===== config.mk =====
export PLATFORM = sky130hd
export DESIGN_NAME = paddle_sprite_flat
export DESIGN_NICKNAME = d
export VERILOG_FILES = /design/src/rtl/paddle_sprite_if.sv /design/src/rtl/paddle_sprite.sv /design/src/flat_wrapper.sv
export SDC_FILE = /design/constraint.sdc
export NUM_CORES = 1
export LEC_CHECK = 0
export CAP_MARGIN = 20
export CELL_PAD_IN_SITES_DETAIL_PLACEMENT = 1
export CELL_PAD_IN_SITES_GLOBAL_PLACEMENT = 1
export CORE_AREA = 4 4 103 95
export DETAILED_ROUTE_END_ITERATION = 8
export DIE_AREA = 0 0 107 99
export GPL_TIMING_DRIVEN = 0
export PLACE_DENSITY_LB_ADDON = 0.1
export SETUP_SLACK_MARGIN = 0.15
export SLEW_MARGIN = 5
export SYNTH_ARGS = -nofsm -noshare
export SYNTH_HDL_FRONTEND = slang
export SYNTH_SLANG_ARGS = --single-unit

===== constraint.sdc =====
create_clock -name tick -period 5.7 [get_ports tick]
set_input_delay 1.14 -clock tick [delete_from_list [all_inputs] [get_ports tick]]
set_output_delay 1.14 -clock tick [all_outputs]
set_load 0.05 [all_outputs]

===== src/rtl/paddle_sprite_if.sv =====
// Controller-side bundle of the player paddle: update strobe, controls, pixel
// coordinates in; registered colour and paddle status out.
interface paddle_sprite_if;
   logic       step_en;
   logic       control_up;
   logic       control_down;
   logic [9:0] row;
   logic [9:0] col;
   logic [2:0] rgb;
   logic [9:0] pos_y;
   logic       moving;

   modport master (
      output step_en, control_up, control_down, row, col,
      input  rgb, pos_y, moving
   );

   modport slave (
      input  step_en, control_up, control_down, row, col,
      output rgb, pos_y, moving
   );
endinterface


===== src/rtl/paddle_sprite.sv =====
// Player paddle for the Pong VGA pipeline: clamped vertical motion with
// held-direction step acceleration and a registered pixel colour.
module paddle_sprite #(
   parameter int unsigned START_POSX = 100,
   parameter int unsigned START_POSY = 100,
   parameter logic [2:0]  COLOR      = 3'b111,
   parameter int unsigned HEIGHT     = 70,
   parameter int unsigned WIDTH      = 10,
   parameter int unsigned Y_MIN      = 0,
   parameter int unsigned Y_MAX      = 480,
   parameter int unsigned SPEED      = 10,
   parameter int unsigned STEP_INIT  = 1,
   parameter int unsigned STEP_MAX   = 4,
   parameter int unsigned ACCEL_HOLD = 8
) (
   input logic             tick,
   input logic             reset,
   paddle_sprite_if.slave  bus
);

   if (SPEED == 0 || SPEED > 255 || Y_MAX > 1024 || Y_MAX < Y_MIN + HEIGHT ||
       START_POSY < Y_MIN || START_POSY + HEIGHT > Y_MAX || STEP_INIT > STEP_MAX ||
       STEP_MAX > 63 || ACCEL_HOLD == 0 || ACCEL_HOLD > 256) begin : g_bad_params
      $error("paddle_sprite: illegal parameter set");
   end

   localparam logic [9:0]  PosInit   = 10'(START_POSY);
   localparam logic [10:0] YMin      = 11'(Y_MIN);
   localparam logic [10:0] YMax      = 11'(Y_MAX);
   localparam logic [10:0] YLow      = 11'(Y_MAX - HEIGHT);
   localparam logic [10:0] Height    = 11'(HEIGHT);
   localparam logic [10:0] XLo       = 11'(START_POSX);
   localparam logic [10:0] XHi       = 11'(START_POSX + WIDTH);
   localparam logic [7:0]  TimerLast = 8'(SPEED - 1);
   localparam logic [5:0]  StepInit  = 6'(STEP_INIT);
   localparam logic [5:0]  StepMax   = 6'(STEP_MAX);
   localparam logic [7:0]  HoldLast  = 8'(ACCEL_HOLD - 1);

   typedef enum logic [1:0] {DirNone, DirUp, DirDown} dir_e;

   dir_e        dir_q, dir_d, dir_in;
   logic [7:0]  timer_q, timer_d;
   logic [9:0]  pos_q, pos_d;
   logic [5:0]  step_q, step_d, step_base;
   logic [7:0]  hold_q, hold_d, hold_base;
   logic [2:0]  rgb_q, rgb_d;
   logic        moving_q, moving_d;
   logic        move_event;
   logic [10:0] pos_ext, step_ext, up_pos, dn_pos, new_pos;

   always_comb begin
      timer_d  = timer_q;
      pos_d    = pos_q;
      step_d   = step_q;
      hold_d   = hold_q;
      dir_d    = dir_q;
      moving_d = moving_q;

      move_event = bus.step_en && (timer_q == TimerLast);
      if (bus.step_en) begin
         timer_d = move_event ? 8'd0 : timer_q + 8'd1;
      end

      if (bus.control_up && !bus.control_down) begin
         dir_in = DirUp;
      end else if (bus.control_down && !bus.control_up) begin
         dir_in = DirDown;
      end else begin
         dir_in = DirNone;
      end

      // A direction break restarts acceleration before this event is counted.
      step_base = (dir_in == dir_q) ? step_q : StepInit;
      hold_base = (dir_in == dir_q) ? hold_q : 8'd0;

      pos_ext  = {1'b0, pos_q};
      step_ext = {5'd0, step_base};
      up_pos   = (pos_ext < YMin + step_ext) ? YMin : pos_ext - step_ext;
      dn_pos   = (pos_ext + step_ext + Height > YMax) ? YLow : pos_ext + step_ext;
      new_pos  = (dir_in == DirUp) ? up_pos : dn_pos;

      if (move_event) begin
         dir_d = dir_in;
         case (dir_in)
            DirUp, DirDown: begin
               pos_d    = new_pos[9:0];
               moving_d = (new_pos != pos_ext);
               if (hold_base == HoldLast) begin
                  hold_d = 8'd0;
                  step_d = (step_base >= StepMax) ? StepMax : step_base + 6'd1;
               end else begin
                  hold_d = hold_base + 8'd1;
                  step_d = step_base;
               end
            end
            default: begin
               step_d   = StepInit;
               hold_d   = 8'd0;
               moving_d = 1'b0;
            end
         endcase
      end

      // Draw against the pre-update position.
      if ({1'b0, bus.col} >= XLo && {1'b0, bus.col} < XHi &&
          {1'b0, bus.row} >= pos_ext && {1'b0, bus.row} < pos_ext + Height) begin
         rgb_d = COLOR;
      end else begin
         rgb_d = 3'b000;
      end
   end

   always_ff @(posedge tick or posedge reset) begin
      if (reset) begin
         timer_q  <= 8'd0;
         pos_q    <= PosInit;
         step_q   <= StepInit;
         hold_q   <= 8'd0;
         dir_q    <= DirNone;
         rgb_q    <= 3'b000;
         moving_q <= 1'b0;
      end else begin
         timer_q  <= timer_d;
         pos_q    <= pos_d;
         step_q   <= step_d;
         hold_q   <= hold_d;
         dir_q    <= dir_d;
         rgb_q    <= rgb_d;
         moving_q <= moving_d;
      end
   end

   assign bus.rgb    = rgb_q;
   assign bus.pos_y  = pos_q;
   assign bus.moving = moving_q;

endmodule


===== src/flat_wrapper.sv =====
// flat-port wrapper written by rule: the top's interface ports become plain ports
module paddle_sprite_flat 
#(
   parameter int unsigned START_POSX = 100,
   parameter int unsigned START_POSY = 100,
   parameter logic [2:0]  COLOR      = 3'b111,
   parameter int unsigned HEIGHT     = 70,
   parameter int unsigned WIDTH      = 10,
   parameter int unsigned Y_MIN      = 0,
   parameter int unsigned Y_MAX      = 480,
   parameter int unsigned SPEED      = 10,
   parameter int unsigned STEP_INIT  = 1,
   parameter int unsigned STEP_MAX   = 4,
   parameter int unsigned ACCEL_HOLD = 8
)
  (tick, reset, bus_step_en, bus_control_up, bus_control_down, bus_row, bus_col, bus_rgb, bus_pos_y, bus_moving);
  paddle_sprite_if bus_i ();
  input logic tick;
  input logic reset;
  input wire logic [$bits(bus_i.step_en)-1:0] bus_step_en;
  input wire logic [$bits(bus_i.control_up)-1:0] bus_control_up;
  input wire logic [$bits(bus_i.control_down)-1:0] bus_control_down;
  input wire logic [$bits(bus_i.row)-1:0] bus_row;
  input wire logic [$bits(bus_i.col)-1:0] bus_col;
  output wire logic [$bits(bus_i.rgb)-1:0] bus_rgb;
  output wire logic [$bits(bus_i.pos_y)-1:0] bus_pos_y;
  output wire logic [$bits(bus_i.moving)-1:0] bus_moving;
  assign bus_i.step_en = bus_step_en;
  assign bus_i.control_up = bus_control_up;
  assign bus_i.control_down = bus_control_down;
  assign bus_i.row = bus_row;
  assign bus_i.col = bus_col;
  assign bus_rgb = bus_i.rgb;
  assign bus_pos_y = bus_i.pos_y;
  assign bus_moving = bus_i.moving;
  paddle_sprite #(.START_POSX(START_POSX), .START_POSY(START_POSY), .COLOR(COLOR), .HEIGHT(HEIGHT), .WIDTH(WIDTH), .Y_MIN(Y_MIN), .Y_MAX(Y_MAX), .SPEED(SPEED), .STEP_INIT(STEP_INIT), .STEP_MAX(STEP_MAX), .ACCEL_HOLD(ACCEL_HOLD)) u_core (.tick(tick), .reset(reset), .bus(bus_i));
endmodule

# Word-level counts from Yosys, hierarchy flattened
# Index checks and enable logic that the tools add are counted.
[word_totals]
out_inout_bits = 14
reg_bits = 38
elab_cells = 52
inputBits = 25
[op_classes]
n_addsub = 7
n_reduce_logical = 10
n_mux = 15
eq_ne = 6
magnitude_cmp = 7
[op_table]
columns = ["op", "count"]
rows = [
  ["$mux W11", 3],
  ["$mux W8", 4],
  ["$mux W6", 4],
  ["$add A8 B1 Y8 const B", 2],
  ["$add A10 B6 Y11", 1],
  ["$add A10 B7 Y11 const B", 1],
  ["$add A11 B7 Y11 const B", 1],
  ["$gt A11 B9 Y1 const B", 1],
  ["$lt A10 B11 Y1", 1],
  ["$ne A11 B10 Y1", 1],
  ["$sub A10 B6 Y11", 1],
  ["$ge A10 B10 Y1", 1],
  ["$ge A10 B7 Y1 const B", 1],
  ["$lt A10 B6 Y1", 1],
  ["$lt A10 B7 Y1 const B", 1],
  ["$eq A8 B3 Y1 const B", 1],
  ["$eq A8 B4 Y1 const B", 1],
  ["$add A6 B1 Y6 const B", 1],
  ["$ge A6 B3 Y1 const B", 1],
  ["$logic_and A1 B1 Y1", 6],
  ["$mux W2", 2],
  ["$mux W3", 1],
  ["$eq A2 B1 Y1 const B", 1],
  ["$eq A2 B2 Y1", 1],
  ["other kinds (5)", 6],
]

# Longest topological paths before layout
[depth]
depth_word = 13
ltp_mapped = 23
mapped_depth_nobuf = 20

# Worst setup path after synthesis
# No wires, ideal clock.
[synth_timing]
path_type = "input to register"
start = "in bus_control_down"
end = "reg u_core.moving_q, in the netlist u_core.bus.moving"
setup_time_ps = 140
required_time_ps = 5560
arrival_time_ps = 5489
n_path_buf = 4
stages = 21
slack_ps = 71
cell_sequence = "inv_1 -> ha_1 -> buf_2 -> xor2_2 -> nor2_1 -> clkbuf_1 -> nand2_1 -> ha_1 -> buf_6 -> or3b_2 -> and2_1 -> a2111o_1 -> a21oi_2 -> nor2_1 -> nor4b_4 -> o2111ai_1 -> nor2b_2 -> buf_6 -> a22o_1 -> a2111oi_2 -> o221ai_1"
[synth_via]
elab_chain_len = 12
elab_cells_between_ends = 20
cone_classes = "add/sub (3); order compare (2); eq/ne (4); mux (7); reduce/logical (4)"
[synth_rtl]
columns = ["element", "line_no", "source"]
rows = [
  ["start, declared", "flat_wrapper.sv:22", "input wire logic [$bits(bus_i.control_down)-1:0] bus_control_down;"],
  ["$logic_not A1 Y1 (*)", "paddle_sprite.sv:64", "if (bus.control_up && !bus.control_down) begin"],
  ["$logic_and A1 B1 Y1 (*)", "paddle_sprite.sv:64", ""],
  ["$mux W2 (*)", "paddle_sprite.sv:64", ""],
  ["net u_core.dir_in[0]", "paddle_sprite.sv:41", "dir_e dir_q, dir_d, dir_in;"],
  ["$eq A2 B2 Y1", "paddle_sprite.sv:73", "step_base = (dir_in == dir_q) ? step_q : StepInit;"],
  ["$mux W6", "paddle_sprite.sv:73", ""],
  ["$add A10 B6 Y11", "paddle_sprite.sv:79", "dn_pos = (pos_ext + step_ext + Height > YMax) ? YLow : pos_ext + step_ext;"],
  ["$add A11 B7 Y11", "paddle_sprite.sv:79", ""],
  ["$gt A11 B9 Y1", "paddle_sprite.sv:79", ""],
  ["$mux W11", "paddle_sprite.sv:79", ""],
  ["$mux W11", "paddle_sprite.sv:80", "new_pos = (dir_in == DirUp) ? up_pos : dn_pos;"],
  ["$ne A11 B10 Y1", "paddle_sprite.sv:87", "moving_d = (new_pos != pos_ext);"],
  ["$mux W1 (*)", "paddle_sprite.sv:84", "case (dir_in)"],
  ["end signal, assigned", "paddle_sprite.sv:129", "moving_q <= moving_d;"],
  ["end, declared", "paddle_sprite.sv:47", "logic moving_q, moving_d;"],
]
# The timed path passes the listed nets; every way through them passes the cells marked *.
# A chain may end at the register's enable or synchronous reset.

# Worst setup path after layout
# Same ends and word-level chain as after synthesis.

==> metrics.cfg <==
[status]
status=complete, no violations

[synth]
synth_top_family_by_area=compound AO/OA/AOI/OAI gates
yosys.area.top_type=dfrtp_1
syn_nets=523
synth_mux_area_share_pct=2.216
ys_ff_latch=36
yosys-top-cells-area=dfrtp_1 21%, ha_1 12%, nand2_1 5.7%
synth_area_sq_um=3727
synth-adder-area-share_pct=12.96
ys_seq_area_share_pct=24.30
yosysWarningCount=0
synthXorXnorAreaFrac_pct=7.687
yosys.cell_types.count=72
synth_area_per_cell_sq_um=8.103
ys.flop_type=dfrtp_1
synth-compound-area-share_pct=23.90
synthCells=460
synthArstFlopShare_pct=100.0
synthSimpleGateAreaFrac_pct=23.16
synth_edf_count=0
post-synth-top-area-fraction_pct=21.48

[power_and_ir_drop]
leakage_nw=2.103
ir_worst_vdd_uv=180.1
power_density_nw_per_um2=395.6

[sta]
finalHoldViolCount=0
fin_ws_ns=0.2242
slew-limit-headroom_pct=40.67
hold_slack_ns=0.4828
fin_skew_ns=0.003447
max_freq_mhz=182.6
period_needed_ns=5.476
tightestPinTransition_ns=0.8780
final.setup.tns_ns=0
final_max_slew_viol_count=0
setup_viol=0
min_period_over_period_pct=96.07
rsz0062_at_grt=false

[clocking]
cts_tree=done
cts.clk_slew.worst_paths_ns=0.08
clockRootBuffer=clkbuf_8
cts_max_level=2
cts_num_sinks=36
clk_latency_ns=0.31
cts_inserted_buffers=5
cts_max_path_buffers=2

[cells_and_area]
nets=601
drive_gt1_share_pct=17.25
nFillCells=1071
layout_commonest_cell=nand2_1
area_growth_pct=29.67
layout_common_cells=55 x nand2_1, 43 x nor2_1, 35 x clkdlybuf4s50_1, 33 x ha_1, 33 x buf_4
antenna_cells=0
post-route-util_pct=56.41

[floorplanning]
fp-row-count=32
design.die.area_sq_um=10590
start_util_pct=43.50
ios=39
dieWidth_um=107
die_h_um=99
coreArea_sq_um=8568

[min_path]
worstHoldPathCells=1
worstHoldStart=u_core.timer_q[7]
hp-class=reg2reg

[grt]
use_met1_pct=36.66
use_met3_pct=4.126
grt_pass1_wl_um=21660
grt_max_degree=37
grt_use_total_pct=25.68
met2_usage_pct=40.17
grt_pass1_vias=4117
overflow=0
top_usage_layer=met2
antenna_found_initial=0

[detailed_routing]
vias=4023
drc_errors=0
routedWlPerCell_um=20.95
firstDrtPassIters=5
via_per_inst=6.114
drt-initial-drc-count=430
wl_um=13790
ant_nets=0

[critical_path]
required_ns=5.88
cp_cell_sequence=buf_4 -> inv_1 -> ha_2 -> buf_6 -> xor2_4 -> nor2_4 -> buf_8 -> nand2_2 -> ha_1 -> buf_6 -> or2_4 -> a2111o_1 -> o2111a_2 -> buf_6 -> xnor2_4 -> nand3_2 -> or4_4 -> a22oi_4 -> nor2b_2 -> buf_6 -> a22o_1 -> a2111oi_4 -> o221ai_1
cp_slowest_cell=or4_4
crit_top_cell=buf_6
slowest_delay_ns=0.53
reg2reg_from=u_core.dir_q[1]
worst-endpoint-arrival_ns=5.65
startpoint=bus_control_down
crit_fanout=10
start_kind=input pin
end_kind=flip-flop
reg2reg_depth=19
setup.worst_path.class=in2reg

[place]
dp_slack_ns=-1.068
port_buffers=37
place.gp.congestion=0.9181
place_hpwl_um=9622

[job]
maxCapViolations=0

-- metal layers --
metal / part of all wire [%] / up-vias
li1: - / 1818
met1: 45 / 1958
met2: 46 / 212
met3: 7.6 / 35
met4: 2.1 / 0
met5: 0 / -
-- worst paths after layout --
check / endpoint / slack, ns
min in group asynchronous: u_core.timer_q[5] / 1.30
worst min register to register: u_core.timer_q[7] / 0.48
max in group asynchronous: u_core.step_q[4] / 3.88
worst max register to register: u_core.bus.moving / 0.90
worst min-delay path: u_core.timer_q[7] / 0.48
worst max-delay path: u_core.bus.moving / 0.22
-- sequential cells by signal, summed over array words and instances (netlist names) --
signal             flops
u_core.bus.pos_y      10
u_core.bus.rgb         1
u_core.dir_q           2
u_core.step_q          6
u_core.bus.moving      1
u_core.hold_q          8
u_core.timer_q         8
-- power by group --
group | switching (mW) | internal [mW] | total, mW | leakage [nW]
registers | 0.0889 | 0.317 | 0.406 | 0.465
logic | 0.754 | 0.511 | 1.26 | 1.58
clock network | 0.111 | 0.130 | 0.241 | 0.0541
-- what timing repair did --
item / 4_1_cts / 5_1_grt
pin swaps: 14 / 11
buffers inserted: 18 / 14
endpoints found under the setup margin: 10 / 5
resized for setup: 32 / 17
hold endpoints to repair: 0 / 0
hold buffers: 0 / 0
-- cell usage after synthesis, drive strengths merged (3+ instances only) --
cell type  instances
nand2             57
nor2              44
ha                37
o21ai             35
dfrtp             32
inv               27
a21oi             24
xnor2             24
a21o              16
clkbuf            14
nand3             11
nand4             11
and3               8
nand2b             8
buf                7
nor3               7
xor2               7
a211oi             6
mux2i              6
a31oi              5
dfstp              4
nor4               4
a2111o             3
a32oi              3
a41oi              3
nor2b              3
o211ai             3
or4                3
-- cell families (layout without fill, tap and decap cells) --
kind of cell             after synthesis  in the layout
AO/OA/AOI/OAI                        127            127
XOR/XNOR                              31             31
multiplexers                           8              8
adder cells (fa/ha/maj)               38             38
AND/OR/NAND/NOR                      172            172
buffers and inverters                 48            127
flip-flops                            36             36
-- stage by stage --
stage / power, mW / cells / instance area, sq um
2_1_floorplan: 1.177 / 460 / 3729
4_1_cts: 1.826 / 642 / 4667
3_5_place_dp: 1.488 / 616 / 4248
6_report: 1.912 / 658 / 4833
3_3_place_gp: 1.445 / 616 / 4248
5_1_grt: 2.038 / 658 / 4833
-- worst max-delay path: cells and delay by family --
family                   cells  cell delay [ns]
AO/OA/AOI/OAI                6             1.63
AND/OR/NAND/NOR              6             1.19
buffers and inverters        7             0.81
adder cells (fa/ha/maj)      2             0.46
XOR/XNOR                     2             0.40
-- final cells by class --
class / count / area (sq um) / share of cell area, %
Inverter: 27 / 101.3 / 2.097
Multi-Input combinational cell: 376 / 2810 / 58.14
Buffer: 21 / 135.1 / 2.796
Clock buffer: 5 / 68.82 / 1.424
Timing Repair Buffer: 71 / 620.6 / 12.84
Tap cell: 119 / 148.9 / 3.081
Sequential cell: 36 / 905.9 / 18.74
Clock inverter: 3 / 42.54 / 0.8801
Note: power is estimated with default switching activity, not from simulation.
